<file path="src/rtl/mips8_mul_pkg.sv">
// rtl/mips8_mul_pkg.sv - shared sizes, FSM states and weighted-term helper for the Booth PP accumulator
package mips8_mul_pkg;

    localparam int NPP = 4;
    localparam int PPW = 9;
    localparam int PW  = 16;
    localparam int IW  = $clog2(NPP);

    typedef enum logic [1:0] {
        IDLE,
        ACC,
        DONE
    } state_t;

    // The corrected sign bit, not pp[8], is the extension bit of the 10-bit term.
    function automatic logic [PW-1:0] sext_term(
        input logic           sign,
        input logic [PPW-1:0] pp,
        input logic [IW-1:0]  idx
    );
        logic [PW-1:0] w;
        w = {{(PW-PPW){sign}}, pp};
        return w << {idx, 1'b0};
    endfunction

endpackage

</file>
<file path="src/rtl/booth_pp_accumulator.sv">
// rtl/booth_pp_accumulator.sv - sequential radix-4 Booth partial-product summer; optional PPACC_EARLY_EXIT_EN
module booth_pp_accumulator #(
    parameter int NPP = mips8_mul_pkg::NPP,
    parameter int PPW = mips8_mul_pkg::PPW,
    parameter int PW  = mips8_mul_pkg::PW
) (
    input  logic           clk,
    input  logic           reset,
    input  logic           start,
    input  logic [PPW-1:0] pp0,
    input  logic [PPW-1:0] pp1,
    input  logic [PPW-1:0] pp2,
    input  logic [PPW-1:0] pp3,
    input  logic           sign0,
    input  logic           sign1,
    input  logic           sign2,
    input  logic           sign3,
    output logic           busy,
    output logic           done,
    output logic [PW-1:0]  product
);
    import mips8_mul_pkg::*;

    state_t          state;
    logic [IW-1:0]   idx;
    logic [PW-1:0]   acc;
    logic [PPW-1:0]  pp_q [NPP];
    logic [NPP-1:0]  sign_q;
    logic [PW-1:0]   term;
    logic [PW-1:0]   sum;
    logic            last;

    assign term = sext_term(sign_q[idx], pp_q[idx], idx);
    assign sum  = acc + term;

`ifdef PPACC_EARLY_EXIT_EN
    logic [NPP-1:0] nz;
    logic           rest_zero;

    // Finish on the current add when every later latched term is zero.
    always_comb begin
        nz        = '0;
        rest_zero = 1'b1;
        for (int i = 0; i < NPP; i++) begin
            nz[i] = (|pp_q[i]) | sign_q[i];
        end
        for (int i = 0; i < NPP; i++) begin
            if (i > int'(idx) && nz[i]) begin
                rest_zero = 1'b0;
            end
        end
    end

    assign last = (idx == IW'(NPP-1)) || rest_zero;
`else
    assign last = (idx == IW'(NPP-1));
`endif

    always_ff @(posedge clk) begin
        if (reset) begin
            state   <= IDLE;
            idx     <= '0;
            acc     <= '0;
            product <= '0;
            sign_q  <= '0;
            busy    <= 1'b0;
            done    <= 1'b0;
            for (int i = 0; i < NPP; i++) begin
                pp_q[i] <= '0;
            end
        end else begin
            done <= 1'b0;
            case (state)
                IDLE: begin
                    if (start) begin
                        pp_q[0] <= pp0;
                        pp_q[1] <= pp1;
                        pp_q[2] <= pp2;
                        pp_q[3] <= pp3;
                        sign_q  <= {sign3, sign2, sign1, sign0};
                        acc     <= '0;
                        idx     <= '0;
                        busy    <= 1'b1;
                        state   <= ACC;
                    end
                end
                ACC: begin
                    acc <= sum;
                    if (last) begin
                        product <= sum;
                        done    <= 1'b1;
                        state   <= DONE;
                    end else begin
                        idx <= idx + 1'b1;
                    end
                end
                DONE: begin
                    busy  <= 1'b0;
                    state <= IDLE;
                end
                default: begin
                    busy  <= 1'b0;
                    state <= IDLE;
                end
            endcase
        end
    end

endmodule
</file>
<file path="config.mk">
export PLATFORM = sky130hd
export DESIGN_NAME = booth_pp_accumulator
export DESIGN_NICKNAME = d
export VERILOG_FILES = /design/src/rtl/mips8_mul_pkg.sv /design/src/rtl/booth_pp_accumulator.sv
export SDC_FILE = /design/constraint.sdc
export NUM_CORES = 1
export LEC_CHECK = 0
export CORE_MARGIN = 2
export CORE_UTILIZATION = 54
export DETAILED_ROUTE_END_ITERATION = 12
export PLACE_DENSITY = 0.92
export SKIP_LAST_GASP = 1
export SYNTH_ARGS = -nofsm -noshare
export SYNTH_HDL_FRONTEND = slang
export SYNTH_SLANG_ARGS = --single-unit
</file>
<file path="constraint.sdc">
create_clock -name clk -period 4 [get_ports clk]
set_clock_uncertainty 0.05 [all_clocks]
set_input_delay 0.4 -clock clk [delete_from_list [all_inputs] [get_ports clk]]
set_output_delay 0.4 -clock clk [all_outputs]
set_load 0.03 [all_outputs]
</file>
==> results of run 1 <==
-- where the power goes --
part	internal [mW]	switching, mW
clock	0.327	0.291
sequential	0.902	0.0241
combinational	0.152	0.192
-- sequential cells by signal, summed over array words and instances, names as in the netlist, named ones only --
name     cells
state        2
acc         16
done         1
product     16
pp_q        36
sign_q       4
busy         1
idx          2
-- cell families after synthesis --
kind of cell               count (synthesis)  synth area share
DFF                                       80             0.476
muxes                                     19            0.0740
xor gates and xnor gates                  13            0.0276
adders and majority gates                 17            0.0534
and+or+nand+nor                          155             0.190
AOI/OAI and AO/OA                         93             0.149
buffers and inverters                     28            0.0309
-- per-stage QoR --
| step | hold slack [ns] | std cells | power (mW) | setup slack, ns | cell area (µm²) |
|---|---|---|---|---|---|
| floorplan | 0.382 | 405 | 1.18 | 0.846 | 4120 |
| detailed placement | 0.396 | 546 | 1.28 | 0.366 | 4780 |
| finish | 0.404 | 562 | 1.89 | 0.356 | 4990 |
| CTS | 0.407 | 562 | 1.89 | 0.352 | 4990 |
| global route | 0.428 | 562 | 1.97 | 0.0709 | 4990 |
| global placement | 0.392 | 546 | 1.28 | 0.437 | 4780 |
-- worst max-delay path: stages (launching register included) --
cell      delay, ns
dfxtp_1        0.63
buf_4          0.22
mux4_2         0.49
mux2i_1        0.24
mux2i_1        0.13
ha_1           0.42
a21oi_4        0.26
o31ai_2        0.10
a31oi_1        0.24
a21oi_1        0.17
or3_1          0.39
a311oi_2       0.23
-- per-layer routing --
metal | global-route usage | vias up
li1 | - | 1557
met1 | 0.281 | 1403
met2 | 0.370 | 96
met3 | 0.0407 | 15
met4 | 0.0972 | 0
met5 | 0 | -
-- worst paths after layout --
path	end	slack [ns]
hold reg to reg	product[4]	0.40
hold / removal	product[4]	0.40
setup reg to reg	product[15]	0.36
setup / recovery	product[15]	0.36
-- layout make-up --
| class | count | area share |
|---|---|---|
| inverter | 4 | 0.00301 |
| sequential | 80 | 0.393 |
| multi-input combinational | 297 | 0.408 |
| tap | 99 | 0.0248 |
| timing repair buffer | 66 | 0.129 |
| clock inverter | 4 | 0.0103 |
| clock buffer | 12 | 0.0314 |
-- cell usage in the layout, fill, tap and decap left out, types with 12 or more instances in the layout --
| cell | instances |
|---|---|
| ha_1 | 16 |
| a21oi_1 | 42 |
| dfxtp_1 | 44 |
| nand2_1 | 49 |
| o21ai_0 | 12 |
| edfxtp_1 | 36 |
| nand3_1 | 12 |
| nor2_1 | 29 |
| and2_1 | 38 |
| clkdlybuf4s50_1 | 60 |
==> flow_summary.html, run 1 <==
<table>
<tr><th>Metric</th><th>Value</th></tr>
<tr><th colspan="2">Critical path</th></tr>
<tr><td>Classification of the worst setup path</td><td>reg2reg</td></tr>
<tr><td>Type of element launching the critical path</td><td>register</td></tr>
<tr><td>Crit path max fanout</td><td>8</td></tr>
<tr><td>WP data required</td><td>4.21 ns</td></tr>
<tr><td>Kind of end point of the critical path</td><td>register</td></tr>
<tr><td>Signal arrival time at the worst endpoint</td><td>about 3.9 ns</td></tr>
<tr><td>Worst Reg2Reg Path Length in Cells</td><td>11</td></tr>
<tr><th colspan="2">Clocking</th></tr>
<tr><td>Hold-fix buffers, CTS</td><td>0</td></tr>
<tr><td>Number of gates resized after cts</td><td>0</td></tr>
<tr><td>Clock transition at the registers of the reported paths</td><td>~0.08 ns</td></tr>
<tr><td>Buffer levels on the longest clock path</td><td>2</td></tr>
<tr><td>Clock buffer count from CTS</td><td>9</td></tr>
<tr><td>Worst-Skew Late Latency</td><td>0.35 ns</td></tr>
<tr><td>Clock H-tree levels</td><td>3</td></tr>
<tr><td>TritonCTS clock tree</td><td>built</td></tr>
<tr><td>Number of sinks handled by clock tree synthesis</td><td>80</td></tr>
<tr><td>Clk root buf</td><td>clkbuf_8</td></tr>
<tr><td>Post-CTS repair timing setup buffer count</td><td>0</td></tr>
<tr><th colspan="2">Job</th></tr>
<tr><td>Max-cap violations</td><td>0</td></tr>
<tr><th colspan="2">STA</th></tr>
<tr><td>Max-slew violation total from the final report</td><td>0</td></tr>
<tr><td>Final setup violation count</td><td>0</td></tr>
<tr><td>Accumulated negative setup slack</td><td>0 ns</td></tr>
<tr><td>Slew at the pin with the worst max-slew slack</td><td>0.638 ns</td></tr>
<tr><td>Max transition margin</td><td>0.575</td></tr>
<tr><td>FMAX</td><td>274 MHz</td></tr>
<tr><td>Fin. Hold Viols</td><td>0</td></tr>
<tr><td>Period minus WS final</td><td>3.64 ns</td></tr>
<tr><td>Post-route fraction of the period consumed by the critical path</td><td>0.911</td></tr>
<tr><td>Setup repair after global routing missed its margin</td><td>no</td></tr>
<tr><th colspan="2">Power</th></tr>
<tr><td>Cell Pwr Density</td><td>379 nW/µm²</td></tr>
<tr><td>Worst VDD drop</td><td>286 µV</td></tr>
<tr><td>Leakage</td><td>1.86 nW</td></tr>
<tr><th colspan="2">Routing</th></tr>
<tr><td>Met1 Routed Length</td><td>3850 µm</td></tr>
<tr><td>Pre-Repair DR Iteration Count</td><td>5</td></tr>
<tr><td>Antenna-violating nets left</td><td>0</td></tr>
<tr><td>DR WL/cell</td><td>~15 µm</td></tr>
<tr><td>Wire length on met3</td><td>401 µm</td></tr>
<tr><td>Top Layer Used</td><td>met4</td></tr>
<tr><td>Ratio of routed vias to standard cells</td><td>5.46</td></tr>
<tr><td>Number of design rule violations left after detail routing</td><td>0</td></tr>
<tr><td>First DRT Iteration DRCs</td><td>155</td></tr>
<tr><td>Via count</td><td>approximately 3100</td></tr>
<tr><td>Final wirelength</td><td>8610 µm</td></tr>
<tr><td>WL met2</td><td>~4200 µm</td></tr>
<tr><th colspan="2">Die</th></tr>
<tr><td>Total Die Area</td><td>8350 µm²</td></tr>
<tr><td>Area of the core</td><td>7330 µm²</td></tr>
<tr><td>Height of the chip</td><td>91.4 µm</td></tr>
<tr><td>Starting Density</td><td>0.563</td></tr>
<tr><td>Number of rows created at floorplan</td><td>31</td></tr>
<tr><td>Chip Width</td><td>91.4 µm</td></tr>
<tr><td>I/O pin cnt</td><td>61</td></tr>
<tr><th colspan="2">Placed design</th></tr>
<tr><td>GP Congestion</td><td>0.829</td></tr>
<tr><td>Detailed placement HPWL</td><td>6470 µm</td></tr>
<tr><td>Number of buffers added on ports</td><td>60</td></tr>
<tr><th colspan="2">GRT</th></tr>
<tr><td>GRT Util Overall</td><td>0.222</td></tr>
<tr><td>Global-route wire length before repair</td><td>14600 µm</td></tr>
<tr><td>Largest net degree at the start of global routing</td><td>37</td></tr>
<tr><td>Via count of the first global-routing pass</td><td>approximately 3000</td></tr>
<tr><td>Initial antenna violation count</td><td>0</td></tr>
<tr><td>Residual overflow from global routing</td><td>0</td></tr>
<tr><th colspan="2">Status</th></tr>
<tr><td>Result of the run</td><td>completed</td></tr>
<tr><th colspan="2">Logic synthesis</th></tr>
<tr><td>Synth top area cells</td><td>edfxtp_1 26%, dfxtp_1 21%, and2_1 5.8%</td></tr>
<tr><td>Warnings from Yosys</td><td>0</td></tr>
<tr><td>Distinct cell type count of the synthesized netlist</td><td>55</td></tr>
<tr><td>Most numerous cell in the Yosys netlist</td><td>nand2_1</td></tr>
<tr><td>Top-area cell type share of the netlist area</td><td>0.262</td></tr>
<tr><td>Count of mapped cells out of synthesis</td><td>between 400 and 500</td></tr>
<tr><td>Number of enable flip-flop cells after synthesis</td><td>36</td></tr>
<tr><td>Share of flip-flops with an asynchronous set or reset after synthesis</td><td>0</td></tr>
<tr><td>Post-synthesis register bit count</td><td>80</td></tr>
<tr><td>Post-synthesis average cell area</td><td>10.2 µm²</td></tr>
<tr><td>Synth Flop Type</td><td>dfxtp_1</td></tr>
<tr><td>Sequential-to-total area share from yosys stat</td><td>0.476</td></tr>
<tr><td>Commonest cells in the synthesized netlist</td><td>49 x nand2_1, 44 x dfxtp_1, 42 x a21oi_1</td></tr>
<tr><td>Post-Syn Area</td><td>4120 µm²</td></tr>
<tr><td>Synthesized net count</td><td>around 470</td></tr>
<tr><td>Largest area contributor in the synthesized netlist</td><td>edfxtp_1</td></tr>
<tr><th colspan="2">Final layout</th></tr>
<tr><td># diodes</td><td>0</td></tr>
<tr><td>Layout Nets</td><td>518</td></tr>
<tr><td>Utilization after layout</td><td>0.680</td></tr>
<tr><td>Ratio of cells with drive above 1 in the final layout</td><td>0.0907</td></tr>
<tr><td>Growth of design area from synthesis to finish</td><td>21.0%</td></tr>
<tr><td>Area used by multi-input combinational logic</td><td>2030 µm²</td></tr>
<tr><td>Sequential standard cell area</td><td>~2000 µm²</td></tr>
<tr><td>Fill cell instance count of the final layout</td><td>525</td></tr>
<tr><th colspan="2">Min path</th></tr>
<tr><td>Worst Hold Class</td><td>reg2reg</td></tr>
<tr><td>Worst Hold Launch</td><td>product[4]</td></tr>
<tr><td>Worst Hold Depth</td><td>2</td></tr>
</table>
Note: power is estimated with default switching activity, not from simulation.
==> run 2: changes to the inputs <==
--- a/config.mk
+++ b/config.mk
@@ -9,6 +9,7 @@
 export CORE_UTILIZATION = 54
 export DETAILED_ROUTE_END_ITERATION = 12
 export PLACE_DENSITY = 0.92
+export RECOVER_POWER = 100
 export SKIP_LAST_GASP = 1
 export SYNTH_ARGS = -nofsm -noshare
 export SYNTH_HDL_FRONTEND = slang
==> run 2 against run 1 <==
Against the previous run: the flow now finishes with violations (capacitance limit, slew limit); critical path type unchanged; highest routed layer unchanged; register-to-register slack barely moved; sequential share of layout area rose by 0.32 points; count of clock-buffer cells in the layout did not move; power decreased by 0.13%.
==> flow_summary.html, run 2 (same netlist as run 1, synthesis figures left out) <==
<table>
<tr><th>Metric</th><th>Value</th></tr>
<tr><th colspan="2">Routing</th></tr>
<tr><td>Antenna-violating nets left</td><td>0 (unchanged)</td></tr>
<tr><td>Ratio of routed vias to standard cells</td><td>5.49 (was 5.46)</td></tr>
<tr><td>DR WL/cell</td><td>15.4 µm (was 15.3 µm)</td></tr>
<tr><td>Via count</td><td>3087 (was 3071)</td></tr>
<tr><td>Final wirelength</td><td>8650 µm (was 8610 µm)</td></tr>
<tr><td>Number of design rule violations left after detail routing</td><td>0 (unchanged)</td></tr>
<tr><td>Pre-Repair DR Iteration Count</td><td>4 (was 5)</td></tr>
<tr><td>First DRT Iteration DRCs</td><td>122 (was 155)</td></tr>
<tr><th colspan="2">Die</th></tr>
<tr><td>I/O pin cnt</td><td>61 (unchanged)</td></tr>
<tr><td>Total Die Area</td><td>8350 µm² (unchanged)</td></tr>
<tr><td>Height of the chip</td><td>91.4 µm (unchanged)</td></tr>
<tr><td>Chip Width</td><td>91.4 µm (unchanged)</td></tr>
<tr><td>Number of rows created at floorplan</td><td>31 (unchanged)</td></tr>
<tr><td>Starting Density</td><td>0.563 (unchanged)</td></tr>
<tr><td>Area of the core</td><td>7330 µm² (unchanged)</td></tr>
<tr><th colspan="2">Final layout</th></tr>
<tr><td>Most frequent standard cell in the layout excluding fill and tap cells</td><td>nand2_1 (was clkdlybuf4s50_1)</td></tr>
<tr><td>Growth of design area from synthesis to finish</td><td>20.0% (was 21.0%)</td></tr>
<tr><td>Most frequent cells in the layout</td><td>49 x nand2_1, 44 x a21oi_1, 44 x dfxtp_1, 41 x clkdlybuf4s50_1, 36 x edfxtp_1 (was 60 x clkdlybuf4s50_1, 49 x nand2_1, 44 x dfxtp_1, 42 x a21oi_1, 38 x and2_1)</td></tr>
<tr><td>Final Instance Area</td><td>4950 µm² (was 4990 µm²)</td></tr>
<tr><td>Register with the most flip-flops</td><td>pp_q (unchanged)</td></tr>
<tr><td># diodes</td><td>0 (unchanged)</td></tr>
<tr><td>Utilization after layout</td><td>0.675 (was 0.680)</td></tr>
<tr><td>Max FFs per register</td><td>36 (unchanged)</td></tr>
<tr><td>Ratio of cells with drive above 1 in the final layout</td><td>0.0734 (was 0.0907)</td></tr>
<tr><td>Fill cell instance count of the final layout</td><td>535 (was 525)</td></tr>
<tr><td>Registers with the most flip-flops</td><td>pp_q: 36 flops, acc: 16 flops, product: 16 flops (unchanged)</td></tr>
<tr><td>Layout Nets</td><td>518 (unchanged)</td></tr>
<tr><th colspan="2">Clocking</th></tr>
<tr><td>Clock transition at the registers of the reported paths</td><td>0.08 ns (about the same)</td></tr>
<tr><td>Post-CTS repair timing setup buffer count</td><td>0 (unchanged)</td></tr>
<tr><td>TritonCTS clock tree</td><td>built (unchanged)</td></tr>
<tr><td>Number of gates resized after cts</td><td>0 (unchanged)</td></tr>
<tr><td>Buffer levels on the longest clock path</td><td>2 (unchanged)</td></tr>
<tr><td>Hold-fix buffers, CTS</td><td>0 (unchanged)</td></tr>
<tr><td>Clock buffer count from CTS</td><td>9 (unchanged)</td></tr>
<tr><td>Worst-Skew Late Latency</td><td>0.35 ns (about the same)</td></tr>
<tr><td>Clk root buf</td><td>clkbuf_8 (unchanged)</td></tr>
<tr><td>Number of sinks handled by clock tree synthesis</td><td>80 (unchanged)</td></tr>
<tr><td>Clock H-tree levels</td><td>3 (unchanged)</td></tr>
<tr><th colspan="2">STA</th></tr>
<tr><td>Post-route fraction of the period consumed by the critical path</td><td>0.910 (was 0.911)</td></tr>
<tr><td>Final setup violation count</td><td>0 (unchanged)</td></tr>
<tr><td>Fin. Hold Viols</td><td>0 (unchanged)</td></tr>
<tr><td>Max-slew violation total from the final report</td><td>37 (was 0)</td></tr>
<tr><td>Final setup margin</td><td>0.361 ns (was 0.356 ns)</td></tr>
<tr><td>Slew at the pin with the worst max-slew slack</td><td>1.82 ns (was 0.638 ns)</td></tr>
<tr><td>Setup repair after global routing missed its margin</td><td>no (unchanged)</td></tr>
<tr><td>FMAX</td><td>275 MHz (was 274 MHz)</td></tr>
<tr><td>Accumulated negative setup slack</td><td>0 ns (unchanged)</td></tr>
<tr><td>Max transition margin</td><td>-0.211 (was 0.575)</td></tr>
<tr><td>Period minus WS final</td><td>3.64 ns (about the same)</td></tr>
<tr><th colspan="2">Critical path</th></tr>
<tr><td>Classification of the worst setup path</td><td>reg2reg (unchanged)</td></tr>
<tr><td>Worst path most repeated cell</td><td>mux2i_1 (unchanged)</td></tr>
<tr><td>Kind of end point of the critical path</td><td>register (unchanged)</td></tr>
<tr><td>Signal arrival time at the worst endpoint</td><td>3.86 ns (about the same)</td></tr>
<tr><td>Biggest cell delay along the critical path</td><td>0.63 ns (about the same)</td></tr>
<tr><td>WP data required</td><td>4.22 ns (was 4.21 ns)</td></tr>
<tr><td>Crit path max fanout</td><td>8 (unchanged)</td></tr>
<tr><td>Slowest cell on the critical path</td><td>dfxtp_1 (unchanged)</td></tr>
<tr><td>Critical Path, Cell by Cell</td><td>buf_4 -&gt; mux4_2 -&gt; mux2i_1 -&gt; mux2i_1 -&gt; ha_1 -&gt; a21oi_4 -&gt; o31ai_1 -&gt; a31oi_1 -&gt; a21oi_1 -&gt; or3_1 -&gt; a311oi_2 (was buf_4 -&gt; mux4_2 -&gt; mux2i_1 -&gt; mux2i_1 -&gt; ha_1 -&gt; a21oi_4 -&gt; o31ai_2 -&gt; a31oi_1 -&gt; a21oi_1 -&gt; or3_1 -&gt; a311oi_2)</td></tr>
<tr><td>Type of element launching the critical path</td><td>register (unchanged)</td></tr>
<tr><th colspan="2">Power</th></tr>
<tr><td>Switching portion of total power</td><td>0.269 (about the same)</td></tr>
<tr><td>Post-route total power</td><td>1.89 mW (about the same)</td></tr>
<tr><td>Internal portion of total power</td><td>1.38 mW (about the same)</td></tr>
<tr><td>Leakage</td><td>1.88 nW (was 1.86 nW)</td></tr>
<tr><td>Switching power</td><td>508 µW (was 507 µW)</td></tr>
<tr><td>Cell Pwr Density</td><td>381 nW/µm² (was 379 nW/µm²)</td></tr>
<tr><td>Sequential group share of total power</td><td>0.492 (was 0.491)</td></tr>
<tr><td>Share of total power in combinational logic</td><td>0.179 (was 0.182)</td></tr>
<tr><td>Portion of total power attributed to the clock network</td><td>0.330 (was 0.327)</td></tr>
<tr><td>Worst VDD drop</td><td>286 µV (about the same)</td></tr>
<tr><th colspan="2">GRT</th></tr>
<tr><td>Global-route wire length before repair</td><td>14600 µm (unchanged)</td></tr>
<tr><td>Initial antenna violation count</td><td>0 (unchanged)</td></tr>
<tr><td>Via count of the first global-routing pass</td><td>3092 (unchanged)</td></tr>
<tr><td>GRT Util Overall</td><td>0.222 (unchanged)</td></tr>
<tr><td>Largest net degree at the start of global routing</td><td>37 (unchanged)</td></tr>
<tr><td>Residual overflow from global routing</td><td>0 (unchanged)</td></tr>
<tr><th colspan="2">Placed design</th></tr>
<tr><td>Number of buffers added on ports</td><td>60 (unchanged)</td></tr>
<tr><td>Detailed placement HPWL</td><td>6470 µm (unchanged)</td></tr>
<tr><td>GP Congestion</td><td>0.829 (unchanged)</td></tr>
<tr><td>Minimum setup slack after placement</td><td>0.366 ns (unchanged)</td></tr>
<tr><td>Area after detailed placement</td><td>4780 µm² (unchanged)</td></tr>
<tr><th colspan="2">Status</th></tr>
<tr><td>Result of the run</td><td>complete, but fails checks (was completed)</td></tr>
<tr><td>Failing checks</td><td>capacitance limit, slew limit</td></tr>
<tr><th colspan="2">Job</th></tr>
<tr><td>Max-cap violations</td><td>1 (was 0)</td></tr>
<tr><th colspan="2">Min path</th></tr>
<tr><td>Worst Hold Class</td><td>reg2reg (unchanged)</td></tr>
</table>
run 2: changes by cell type in the layout (fill, tap and decap cells not counted), sizes merged:
cell | before | now
clkbuf | 12 | 15
dlygate4sd3 | 0 | 19
buf | 6 | 3
clkdlybuf4s50 | 60 | 41
run 2: area by class of cell:
| type | count | area, µm² | area share |
|---|---|---|---|
| clock buffer | 12 | 156 | 0.0316 |
| clock inverter | 4 | 51.3 | 0.0104 |
| inverter | 4 | 15.0 | 0.00303 |
| multi-input combinational | 297 | 2010 | 0.405 |
| sequential | 80 | 1960 | 0.396 |
| tap | 99 | 124 | 0.0250 |
| timing repair buffer | 66 | 634 | 0.128 |
run 2: worst paths after layout:
check	startpoint	end	slack (ns)	depth (start not counted)
max reg2reg	register	product[15]	0.36	11
min	product[4]	product[4]	0.40	2
max	register	product[15]	0.36	11
min reg2reg	product[4]	product[4]	0.40	2
run 2: worst max-delay path: cells and delay by family, from the launching register on:
family / cells / cell delay (ns)
compound gates: 5 / 1.00
mux: 3 / 0.86
flops: 1 / 0.63
fa+ha+maj: 1 / 0.42
simple gates: 1 / 0.38
buf+inv: 1 / 0.22
run 2: routing by layer:
| metal | up-vias | share of wire | track usage |
|---|---|---|---|
| li1 | 1555 | - | - |
| met1 | 1438 | 0.45 | 0.281 |
| met2 | 80 | 0.49 | 0.370 |
| met3 | 14 | 0.037 | 0.0407 |
| met4 | 0 | 0.022 | 0.0972 |
| met5 | - | 0 | 0 |
run 2: power groups by stage:
stage	clock, mW	sequential (mW)	combinational (mW)
after floorplan	0	0.935	0.248
after global placement	0	0.943	0.334
after detailed placement	0	0.945	0.339
after CTS	0.626	0.927	0.341
after global routing	0.662	0.933	0.370
final	0.621	0.928	0.337
run 2: through the flow:
| step | hold slack [ns] | cells |
|---|---|---|
| 2_1_floorplan | 0.382 | 405 |
| 3_3_place_gp | 0.392 | 546 |
| 3_5_place_dp | 0.396 | 546 |
| 4_1_cts | 0.407 | 562 |
| 5_1_grt | 0.425 | 562 |
| 6_report | 0.401 | 562 |
